===== src/rtl/sll_multicycle_pkg.sv =====
// Shared definitions for the iterative shift-left-logical unit:
// FSM state encoding and default operand/amount widths.
package sll_multicycle_pkg;

   localparam int DATA_WIDTH_DEF  = 32;
   localparam int SHAMT_WIDTH_DEF = 5;

   typedef enum logic [1:0] {
      IDLE  = 2'b00,
      SHIFT = 2'b01,
      DONE  = 2'b10
   } state_t;

endpackage


===== src/rtl/sll_multicycle_stage.sv =====
// One binary-weighted left-shift stage: shifts by 2^K when enabled,
// zero-filling the LSBs and dropping bits past the MSB.
module sll_multicycle_stage #(
   parameter int DATA_WIDTH = 32,
   parameter int K          = 0
) (
   input  logic [DATA_WIDTH-1:0] i_work,
   input  logic                  i_en,
   output logic [DATA_WIDTH-1:0] o_work
);

   assign o_work = i_en ? (i_work << (2 ** K)) : i_work;

endmodule


===== src/rtl/sll_multicycle.sv =====
// Iterative shift-left-logical: one 2^k stage per clock, fixed SHAMT_WIDTH
// shift cycles, result published with a one-cycle ready pulse.
import sll_multicycle_pkg::*;

module sll_multicycle #(
   parameter int DATA_WIDTH  = DATA_WIDTH_DEF,
   parameter int SHAMT_WIDTH = SHAMT_WIDTH_DEF
) (
   input  logic                   clock,
   input  logic                   reset_n,
   input  logic                   ctrl_start,
   input  logic [DATA_WIDTH-1:0]  data_operandA,
   input  logic [SHAMT_WIDTH-1:0] ctrl_shiftamt,
   output logic [DATA_WIDTH-1:0]  sll_out,
   output logic                   data_resultRDY,
   output logic                   busy
);

   localparam int STG_W = (SHAMT_WIDTH > 1) ? $clog2(SHAMT_WIDTH) : 1;
   localparam logic [STG_W-1:0] LAST_STAGE = STG_W'(SHAMT_WIDTH - 1);

   state_t                  r_state;
   logic [DATA_WIDTH-1:0]   r_work;
   logic [SHAMT_WIDTH-1:0]  r_amt;
   logic [STG_W-1:0]        r_stage;
   logic [DATA_WIDTH-1:0]   r_result;

   state_t                  w_state_next;
   logic [DATA_WIDTH-1:0]   w_work_next;
   logic [SHAMT_WIDTH-1:0]  w_amt_next;
   logic [STG_W-1:0]        w_stage_next;
   logic [DATA_WIDTH-1:0]   w_result_next;

   logic [DATA_WIDTH-1:0]   w_stage_out [SHAMT_WIDTH];
   logic [DATA_WIDTH-1:0]   w_stage_sel;

   // Every stage sees the same working value; the counter picks which one is applied.
   genvar gi;
   generate
      for (gi = 0; gi < SHAMT_WIDTH; gi++) begin : g_stage
         sll_multicycle_stage #(
            .DATA_WIDTH (DATA_WIDTH),
            .K          (gi)
         ) u_stage (
            .i_work (r_work),
            .i_en   (r_amt[gi]),
            .o_work (w_stage_out[gi])
         );
      end
   endgenerate

   assign w_stage_sel = w_stage_out[r_stage];

   always_ff @(posedge clock or negedge reset_n) begin
      if (!reset_n) begin
         r_state  <= IDLE;
         r_work   <= '0;
         r_amt    <= '0;
         r_stage  <= '0;
         r_result <= '0;
      end else begin
         r_state  <= w_state_next;
         r_work   <= w_work_next;
         r_amt    <= w_amt_next;
         r_stage  <= w_stage_next;
         r_result <= w_result_next;
      end
   end

   always_comb begin
      w_state_next  = r_state;
      w_work_next   = r_work;
      w_amt_next    = r_amt;
      w_stage_next  = r_stage;
      w_result_next = r_result;
      case (r_state)
         IDLE, DONE: begin
            // DONE accepts a new request directly so back-to-back ops take 6 cycles.
            if (ctrl_start) begin
               w_work_next  = data_operandA;
               w_amt_next   = ctrl_shiftamt;
               w_stage_next = '0;
               w_state_next = SHIFT;
            end else begin
               w_state_next = IDLE;
            end
         end
         SHIFT: begin
            w_work_next  = w_stage_sel;
            w_stage_next = r_stage + STG_W'(1);
            if (r_stage == LAST_STAGE) begin
               w_result_next = w_stage_sel;
               w_stage_next  = '0;
               w_state_next  = DONE;
            end
         end
         default: w_state_next = IDLE;
      endcase
   end

   assign sll_out        = r_result;
   assign data_resultRDY = (r_state == DONE);
   assign busy           = (r_state == SHIFT);

endmodule


===== config.mk =====
export PLATFORM = sky130hd
export DESIGN_NAME = sll_multicycle
export DESIGN_NICKNAME = d
export VERILOG_FILES = /design/src/rtl/sll_multicycle_pkg.sv /design/src/rtl/sll_multicycle_stage.sv /design/src/rtl/sll_multicycle.sv
export SDC_FILE = /design/constraint.sdc
export NUM_CORES = 1
export LEC_CHECK = 0
export ABC_AREA = 1
export BUFFER_PORTS_ARGS = -buffer_cell sky130_fd_sc_hd__buf_2
export CAP_MARGIN = 40
export CELL_PAD_IN_SITES_DETAIL_PLACEMENT = 0
export CELL_PAD_IN_SITES_GLOBAL_PLACEMENT = 2
export CORE_AREA = 2 2 144 146
export CTS_CLUSTER_DIAMETER = 40
export CTS_CLUSTER_SIZE = 16
export DETAILED_ROUTE_END_ITERATION = 6
export DIE_AREA = 0 0 146 148
export PLACE_DENSITY = 0.88
export SETUP_SLACK_MARGIN = 0.05
export SLEW_MARGIN = 10
export SYNTH_ARGS = -nofsm -noshare
export SYNTH_HDL_FRONTEND = slang
export SYNTH_SLANG_ARGS = --single-unit

===== constraint.sdc =====
create_clock -name clock -period 1.8 [get_ports clock]
set_input_delay 0.36 -clock clock [delete_from_list [all_inputs] [get_ports clock]]
set_output_delay 0.36 -clock clock [all_outputs]
set_load 0.005 [all_outputs]

Word level (Yosys, flattened, before mapping)

Index checks and enable logic that the tools add are counted.

$add $sub $neg: 1
Order comparisons: 1
Equal/unequal tests: 5
Multiplexer cells: 16
Bitwise gates (word level): 1
Reductions and logical operators: 6

Operators by type and width:

| cell                                                                   | number |
|---|---|
| 32-bit two-way mux                                                     | 8 |
| 32-bit binary-select mux with 3-bit select                             | 1 |
| 32-bit one-hot mux with 2 select lines                                 | 1 |
| 3-bit two-way mux                                                      | 2 |
| 3-bit one-hot mux with 2 select lines                                  | 1 |
| 2-bit AND reduction                                                    | 3 |
| 4-bit greater-or-equal comparator (second input constant)              | 1 |
| 3-bit inverter with 4-bit output                                       | 1 |
| 2-bit one-hot mux with 2 select lines                                  | 1 |
| 3-bit by 1-bit adder with 3-bit output (second input constant)         | 1 |
| 3-bit equality test (second input constant)                            | 1 |
| 2-bit by 1-bit equality test with 1-bit output (second input constant) | 1 |
| 2-bit equality test (second input constant)                            | 1 |
| 2-bit logical NOT                                                      | 1 |
| 2-bit two-way mux                                                      | 1 |
| 2-bit by 1-bit != test with 1-bit output (second input constant)       | 1 |
| 2-bit != test (second input constant)                                  | 1 |
| 2-bit nonzero test                                                     | 1 |
| 2-bit OR reduction                                                     | 1 |
| 1-bit two-way mux                                                      | 1 |

Register bits: 74
Input bits: 40
Output and inout bits: 34
Word-level logic and storage cells: 35

Depth between registers and ports, before layout

Gate-level depths: netlist of run 1.

Depth in word-level cells: 5
Mapped depth: 11
Depth with buffers taken out: 9

Modules after synthesis

From an unflattened synthesis of run 1, not the netlist that was laid out.

Cells, all modules: 1,221
Area total of the unflattened synthesis: 6,945.4 µm²

By module, submodules not included:

| module                                     | instances | cells an instance | area each (µm²) | seq. area each (µm²) |
|---|---|---|---|---|
| sll_multicycle                             | 1         | 736               | 4,734.5         | 1,851.8 |
| sll_multicycle_stage at g_stage[1].u_stage | 1         | 102               | 491.7           | 0.0 |
| sll_multicycle_stage at g_stage[0].u_stage | 1         | 103               | 490.5           | 0.0 |
| sll_multicycle_stage at g_stage[3].u_stage | 1         | 95                | 450.4           | 0.0 |
| sll_multicycle_stage at g_stage[2].u_stage | 1         | 99                | 416.6           | 0.0 |
| sll_multicycle_stage at g_stage[4].u_stage | 1         | 86                | 361.6           | 0.0 |

Worst setup path after synthesis of run 1

No wires, ideal clock.

Path kind: reg2reg
Start point: register r_stage[0]
End point: register r_result[21] (netlist: sll_out[21])
Setup time: 0.117 ns
Data arrival time: 1.616 ns
Required time: 1.683 ns
Setup slack: 0.067 ns
Cell stages (with the launch flop): 11
Buffers on the path: 3
Clock period less this slack: 1.733 ns
Cell sequence: dfrtp_1 inv_2 buf_4 buf_2 ha_1 nand2_1 nor2_4 inv_2 clkbuf_1 nand2_1 nand2_1

Word-level cells in the longest chain between the ends: 4
Elaborated cells on any way between the ends: 6
Classes of those cells: eq/ne: 1; mux: 3; bitwise: 1; reduce/logical: 1

Ends and longest elaborated chain:

| what                                                   | RTL line             | text |
|---|---|---|
| from (decl)                                            | sll_multicycle.sv:25 | `logic [STG_W-1:0] r_stage;` |
| from (signal assigned)                                 | sll_multicycle.sv:65 | `r_stage <= w_stage_next;` |
| 3-bit inverter with 4-bit output (not written as such) | sll_multicycle.sv:52 | `assign w_stage_sel = w_stage_out[r_stage];` |
| 32-bit binary-select mux with 3-bit select             | sll_multicycle.sv:52 |  |
| 32-bit two-way mux (not written as such) (2 in a row)  | sll_multicycle.sv:52 |  |
| to (signal assigned)                                   | sll_multicycle.sv:66 | `r_result <= w_result_next;` |
| to (decl)                                              | sll_multicycle.sv:26 | `logic [DATA_WIDTH-1:0] r_result;` |

Parallel ways exist; a longest one is shown, timed or not. The select of a mux whose other input is x is not followed.
A chain may end at the register's enable or synchronous reset.

Worst setup path after layout of run 1

Start point: register r_state[1]
End point: output busy

Word-level cells in the longest chain between the ends: 1

Ends and longest elaborated chain:

| what                                           | RTL line              | text |
|---|---|---|
| from (decl)                                    | sll_multicycle.sv:22  | `state_t r_state;` |
| from (signal assigned)                         | sll_multicycle.sv:62  | `r_state <= w_state_next;` |
| 2-bit by 1-bit equality test with 1-bit output | sll_multicycle.sv:103 | `assign busy = (r_state == SHIFT);` |
| to (decl)                                      | sll_multicycle.sv:16  | `output logic busy` |

No other way between the ends.

==> summary.md, run 1 <==
| Metric | Value |
|---|---|
| Status | finished clean |
| CTS tree | done |
| CP required | 1440 ps |
| Hold Vio Cnt, Final | 0 |
| Clk_lat worst skew | 360 ps |
| Commonest non-fill, non-tap cell in the layout | nand2_1 |
| RSZ-0062 raised after global routing | false |
| Placed insts | 1,250 |
| Slew @ Worst Pin | 569 ps |
| Row count | 52 |
| CTS sink cnt | 74 |
| Mapped Area | 5520 um^2 |
| Dpl hpwl | 14,000 um |
| Gate power share | 60.0% |
| Via Count | 5,899 |
| Reg area | 1850 um^2 |
| Seq/Total Area, Yosys | 33.5% |
| Setup Viol. Count Final | 0 |
| HP Class | in2async |
| Initial core utilization | 27.6% |
| Fill cells | 2,341 |
| First-pass GRT wire length | 32,300 um |
| Library cells used by synthesis | 26 |
| Cells along the critical path | nor2_4 -> buf_4 -> buf_2 |
| Detail Route Antenna Nets | 0 |
| Post-Synth Adder-Cell Area | 0.453% |
| Worst path max stage delay | 410 ps |
| Leak Pwr | 3.64 nW |
| GR Util All Layers | 19.1% |
| Synth Area in Compound Gates | 5.69% |
| Kind of critical path | reg2out |
| Final Critical Period | 1670 ps |
| Synth Area in XOR/XNOR | 0.159% |
| Area of the multi-input gates | 3070 um^2 |
| Max VDD drop | 0.594 mV |
| Clock Power Share | 14.6% |
| Max Fclk | 598 MHz |
| Vias in the first global route | 5,821 |
| Crit path max fanout | 16 |
| Hold Buf Count CTS | 0 |
| Number of port buffers | 73 |
| Top Ports | 74 |
| Worst Path Arrival | 1310 ps |
| Die Area | 21,600 um^2 |
| Clock-pin transition on the worst setup and hold timing paths | 70 ps |
| Largest family of logic cells by synthesized area | simple AND/OR/NAND/NOR gates |
| CTS Buf Count | 9 |
| Die width | 146 um |
| Fin nets | 1,033 |
| Gp weighted congestion | 0.902 |
| Fin Clk Skew | 9.93 ps |
| Seq pwr share | 25.4% |
| Maximum clock path buffer count | 2 |
| Vias per cell | 4.66 |
| H-tree depth | 3 |
| Initial antenna violation count | 0 |
| Int Power | 0.00615 W |
| Synth Instances | 931 |
| Mux share of post-synthesis cell area | 0.408% |
| Switching Power | 0.00686 W |
| Drt wl/cell | 16.0 um |
| Final Slew Violations | 0 |
| Share of cells above drive strength 1 | 14.4% |
| Pwr Density | 1980 nW/um^2 |
| Drt first pass iters | 6 |
| Total Wirelength | 20,300 um |
| Sw frac | 52.7% |
| Total gr overflow | 0 |
| Root buffer cell | clkbuf_16 |
| Pin count of the biggest net entering global routing | 75 |
| Setup TNS | 0 ps |
| Synth-to-layout area growth | 19.0% |
| Die Y | 148 um |
| # diodes | 0 |
| Setup repair bufs after CTS | 0 |
| Max-cap check violation count | 0 |
| First DRT Iteration DRCs | 514 |
| Slowest cell on crit path | dfrtp_1 |
| Simple-Gate Fraction of Synth Area | 48.8% |
| Flops & latches, synth | 74 |
| # DRC | 0 |
| Syn. warnings | 0 |
| Commonest non-fill, non-tap cells in the layout | nand2_1 (440), nand3_1 (134), inv_1 (74), dfrtp_1 (74), buf_2 (72) |
| Final Cycle Share | 92.9% |
| Fin cells | 1,266 |
| Core ar. | 20,000 um^2 |
| Critical path capture point type | output pin |
| CP startpoint kind | register |
| Syn Nets | 973 |
| Slew margin rel. | 62.0% |
| Synthesized area per cell | 5.93 um^2 |
-- stage by stage --
step	power [W]	util, %	area (um^2)	hold WS (ps)	setup WS [ps]
floorplan	0.00840	-	5520	64.4	67.1
global placement	0.0111	31.3	6260	420	251
detailed placement	0.0111	31.3	6260	430	213
CTS	0.0131	32.8	6570	39.7	105
global route	0.0143	32.8	6570	52.7	54.7
finish	0.0130	32.8	6570	24.6	128
-- cell families after synthesis --
family,count (synthesis)
muxes,2
AOI/OAI and AO/OA,62
DFF,74
and+or+nand+nor,652
xor gates and xnor gates,1
buffers and inverters,138
adders and majority gates,2
-- area by class of cell --
cell class | instances | area share [%]
Clock buffer | 9 | 3.43
Clock inverter | 7 | 1.18
Inverter | 81 | 4.63
Multi-Input combinational cell | 719 | 46.7
Sequential cell | 74 | 28.2
Tap cell | 270 | 5.14
Timing Repair Buffer | 106 | 10.8
-- path summary, 6_finish.rpt --
check	depth (start not counted)	start	slack, ps	endpoint
worst max register to register	8	r_stage[1]$_DFFE_PN0P_	190	sll_out[14]$_DFFE_PN0P_
worst max-delay path	3	r_state[1]$_DFFE_PN0P_	130	busy
min in group clock	2	ctrl_shiftamt[2]	240	r_amt[2]$_DFFE_PN0P_
max in group asynchronous	2	reset_n	1430	r_work[14]$_DFFE_PN0P_
worst min-delay path	2	reset_n	20	sll_out[23]$_DFFE_PN0P_
worst min register to register	2	sll_out[26]$_DFFE_PN0P_	470	sll_out[26]$_DFFE_PN0P_
-- layer usage --
metal	up-vias	global-route usage (%)	wire length (um)
met3	30	2.99	884
met2	148	31.2	9420
li1	3009	-	-
met4	0	6.84	507
met5	-	0	0
met1	2712	25.7	9450
-- power groups by stage --
| stage | clock [W] | sequential (W) | combinational, W |
|---|---|---|---|
| after global placement | 0 | 0.00332 | 0.00774 |
| after detailed placement | 0 | 0.00331 | 0.00781 |
| after floorplan | 0 | 0.00295 | 0.00545 |
| final | 0.00190 | 0.00331 | 0.00780 |
| after global routing | 0.00202 | 0.00340 | 0.00885 |
| after CTS | 0.00196 | 0.00329 | 0.00782 |
-- worst max-delay path, delay by kind of cell (launching register included) --
kind | cells | cell delay (ps)
buffers and inverters | 2 | 420
flip-flops | 1 | 410
AND/OR/NAND/NOR | 1 | 130
-- timing repair --
action / 4_1_cts / 5_1_grt
resized for setup: 0 / 1
endpoints found under the setup margin: 0 / 1
hold endpoints to repair: 0 / 0
-- flip-flops by register name, summed over array words and instances, names as in the netlist --
name     flops
r_state      2
r_work      32
r_amt        5
r_stage      3
sll_out     32
-- cell usage after synthesis --
| library cell | number | area [um^2] |
|---|---|---|
| o21ai_1 | 1 | 5.00 |
| o21bai_1 | 1 | 7.51 |
| nor2_4 | 3 | 33.8 |
| nand3_1 | 134 | 671 |
| dfrtp_1 | 74 | 1850 |
| nand2_1 | 440 | 1650 |
| nand3_4 | 1 | 17.5 |
| ha_1 | 2 | 25.0 |
| nand4_1 | 7 | 43.8 |
| buf_4 | 4 | 30.0 |
| clkbuf_1 | 14 | 52.6 |
| nand2_2 | 3 | 18.8 |
| o21ai_0 | 55 | 275 |
| mux2_2 | 2 | 22.5 |
| nand2_4 | 1 | 11.3 |
| nor2_1 | 59 | 221 |
| a21oi_1 | 4 | 20.0 |
| xor2_1 | 1 | 8.76 |
| inv_2 | 7 | 26.3 |
| buf_1 | 3 | 11.3 |
| inv_1 | 74 | 278 |
| buf_6 | 4 | 45.0 |
| o22ai_1 | 1 | 6.26 |
| nor2_2 | 3 | 18.8 |
| buf_2 | 32 | 160 |
| nand3_2 | 1 | 10.0 |
Power figures use the tool's default switching activity.
==> inputs of run 2 (changes only) <==
CTS_BUF_LIST = sky130_fd_sc_hd__clkbuf_2   (was default)
HOLD_SLACK_MARGIN = 0.15   (was default)
SLEW_MARGIN = 20   (was 10)
==> run 2 against run 1 <==
Against the previous run:
- critical path depth decreased by 1
- utilization increased by 1.6 points
- via count increased by 3.4%
- worst setup slack got worse by 35 ps
- routed wire length increased by 1.6%
- register-to-register slack got worse by 40 ps
- maximum frequency decreased by 2.0%
- power decreased by 4.2%
- highest routed layer unchanged
- sequential power about the same
- non-clock buffer count increased by 47
- critical endpoint unchanged
- combinational power increased by 4.0%
==> summary.md, run 2 (synthesis results as in run 1) <==
| Metric | Value |
|---|---|
| CTS tree | done |
| Total Wirelength | 20,600 um |
| Pin count of the biggest net entering global routing | 75 |
| CTS Buf Count | 9 |
| Worst Path Arrival | 1350 ps |
| Row count | 52 |
| Die Area | 21,600 um^2 |
| Seq pwr share | 26.5% |
| HP Class | in2async |
| Die width | 146 um |
| # DRC | 0 |
| Reg2reg setup slack | 150 ps |
| Drt first pass iters | 7 |
| Max VDD drop | 0.605 mV |
| Slew margin rel. | 71.1% |
| Dpl hpwl | 14,000 um |
| Initial core utilization | 27.6% |
| Reg area | 1850 um^2 |
| H-tree depth | 3 |
| Int Power | 0.00562 W |
| Via Count | 6,100 |
| Gp weighted congestion | 0.902 |
| Vias in the first global route | 6,019 |
| Final Critical Period | 1710 ps |
| Kind of critical path | reg2out |
| Area of the multi-input gates | 3080 um^2 |
| Drt wl/cell | 15.7 um |
| Commonest non-fill, non-tap cells in the layout | nand2_1 (439), nand3_1 (133), dfrtp_1 (73) |
| Initial antenna violation count | 0 |
| Vias per cell | 4.65 |
| Sw frac | 54.9% |
| Maximum clock path buffer count | 2 |
| Share of cells above drive strength 1 | 14.7% |
| CP required | 1440 ps |
| Core ar. | 20,000 um^2 |
| Gate power share | 65.0% |
| Number of port buffers | 73 |
| Synth-to-layout area growth | 24.8% |
| Hold Vio Cnt, Final | 0 |
| Pre-CTS setup slack | 213 ps |
| First-pass GRT wire length | 33,000 um |
| Final Core Density | 34.4% |
| First DRT Iteration DRCs | 494 |
| Switching Power | 0.00685 W |
| Top Ports | 74 |
| Final Slew Violations | 0 |
| Commonest non-fill, non-tap cell in the layout | nand2_1 |
| CP startpoint kind | register |
| # diodes | 0 |
| Root buffer cell | clkbuf_2 |
| Fin nets | 1,080 |
| Design area | 6890 um^2 |
| Final Cycle Share | 94.8% |
| Total Power | 0.0125 W |
| Clock Power Share | 8.4% |
| Detail Route Antenna Nets | 0 |
| Pwr Density | 1810 nW/um^2 |
| Slew @ Worst Pin | 434 ps |
| Status | finished clean |
| Total gr overflow | 0 |
| Crit path max fanout | 3 |
| Setup Viol. Count Final | 0 |
| Fill cells | 2,322 |
| Clock-pin transition on the worst setup and hold timing paths | 260 ps |
| Fin Clk Skew | 51.1 ps |
| RSZ-0062 raised after global routing | true |
| Min Hold Slack | 272 ps |
| Final worst setup slack | 93.5 ps |
| Die Y | 148 um |
| Max Fclk | 586 MHz |
| CTS sink cnt | 74 |
| Critical path capture point type | output pin |
| Max-cap check violation count | 0 |
| DP Area | 6260 um^2 |
| GR Util All Layers | 19.5% |
| Clk_lat worst skew | 620 ps |
| Leak Pwr | 3.76 nW |
run 2: cell count changes in the layout (fill, tap and decap cells not counted), sizes merged:
| cell | previous run | this run |
|---|---|---|
| dlygate4sd3 | 0 | 42 |
| buf | 106 | 111 |
| clkinvlp | 1 | 3 |
| inv | 83 | 81 |
run 2: area by class of cell:
cell class / count / area share (%)
Clock buffer: 9 / 0.653
Inverter: 81 / 4.56
Multi-Input combinational cell: 719 / 44.6
Tap cell: 270 / 4.90
Clock inverter: 7 / 1.13
Sequential cell: 74 / 26.9
Timing Repair Buffer: 153 / 17.3
run 2: repair_timing:
action | CTS | global route
gates cloned | 0 | 0
setup endpoints to repair | 1 | 38
hold endpoints to repair | 112 | 0
buffers inserted | 3 | 3
pin swaps | 1 | 1
resized for setup | 5 | 11
hold buffers | 42 | 0
run 2: worst paths after layout:
| check | to | startpoint | cells past startpoint |
|---|---|---|---|
| max | busy | r_state[1]$_DFFE_PN0P_ | 2 |
| min | r_state[0]$_DFFE_PN0P_ | reset_n | 3 |
| max reg2reg | r_amt[4]$_DFFE_PN0P_ | r_state[0]$_DFFE_PN0P_ | 7 |
| min reg2reg | sll_out[24]$_DFFE_PN0P_ | sll_out[24]$_DFFE_PN0P_ | 2 |
| max in group asynchronous | r_work[28]$_DFFE_PN0P_ | reset_n | 3 |
| min in group clock | r_amt[2]$_DFFE_PN0P_ | ctrl_shiftamt[2] | 3 |
run 2: through the flow:
stage                     TNS [ps]  instances
after floorplan                  0        931
after global placement           0       1250
after detailed placement         0       1250
after CTS                    -51.9       1311
after global routing         -13.7       1313
final                            0       1313
run 2: layer usage:
layer  vias to the layer above  global-route usage [%]  wire (um)
li1                       3101                       -          -
met1                      2828                    25.9       9690
met2                       144                    32.3       9690
met3                        27                    3.49        744
met4                         0                    6.12        463
met5                         -                       0          0
run 2: critical path: stages, from the launching register on:
cell     delay (ps)
dfrtp_1         470
nor2_4          140
buf_6           120
run 2: power by group through the flow:
stage,Sequential [W],Clock (W),Combinational [W]
finish,0.00331,0.00105,0.00811
CTS,0.00327,0.00110,0.00805
global placement,0.00332,0,0.00774
detailed placement,0.00331,0,0.00781
global route,0.00341,0.00118,0.00917
floorplan,0.00295,0,0.00545
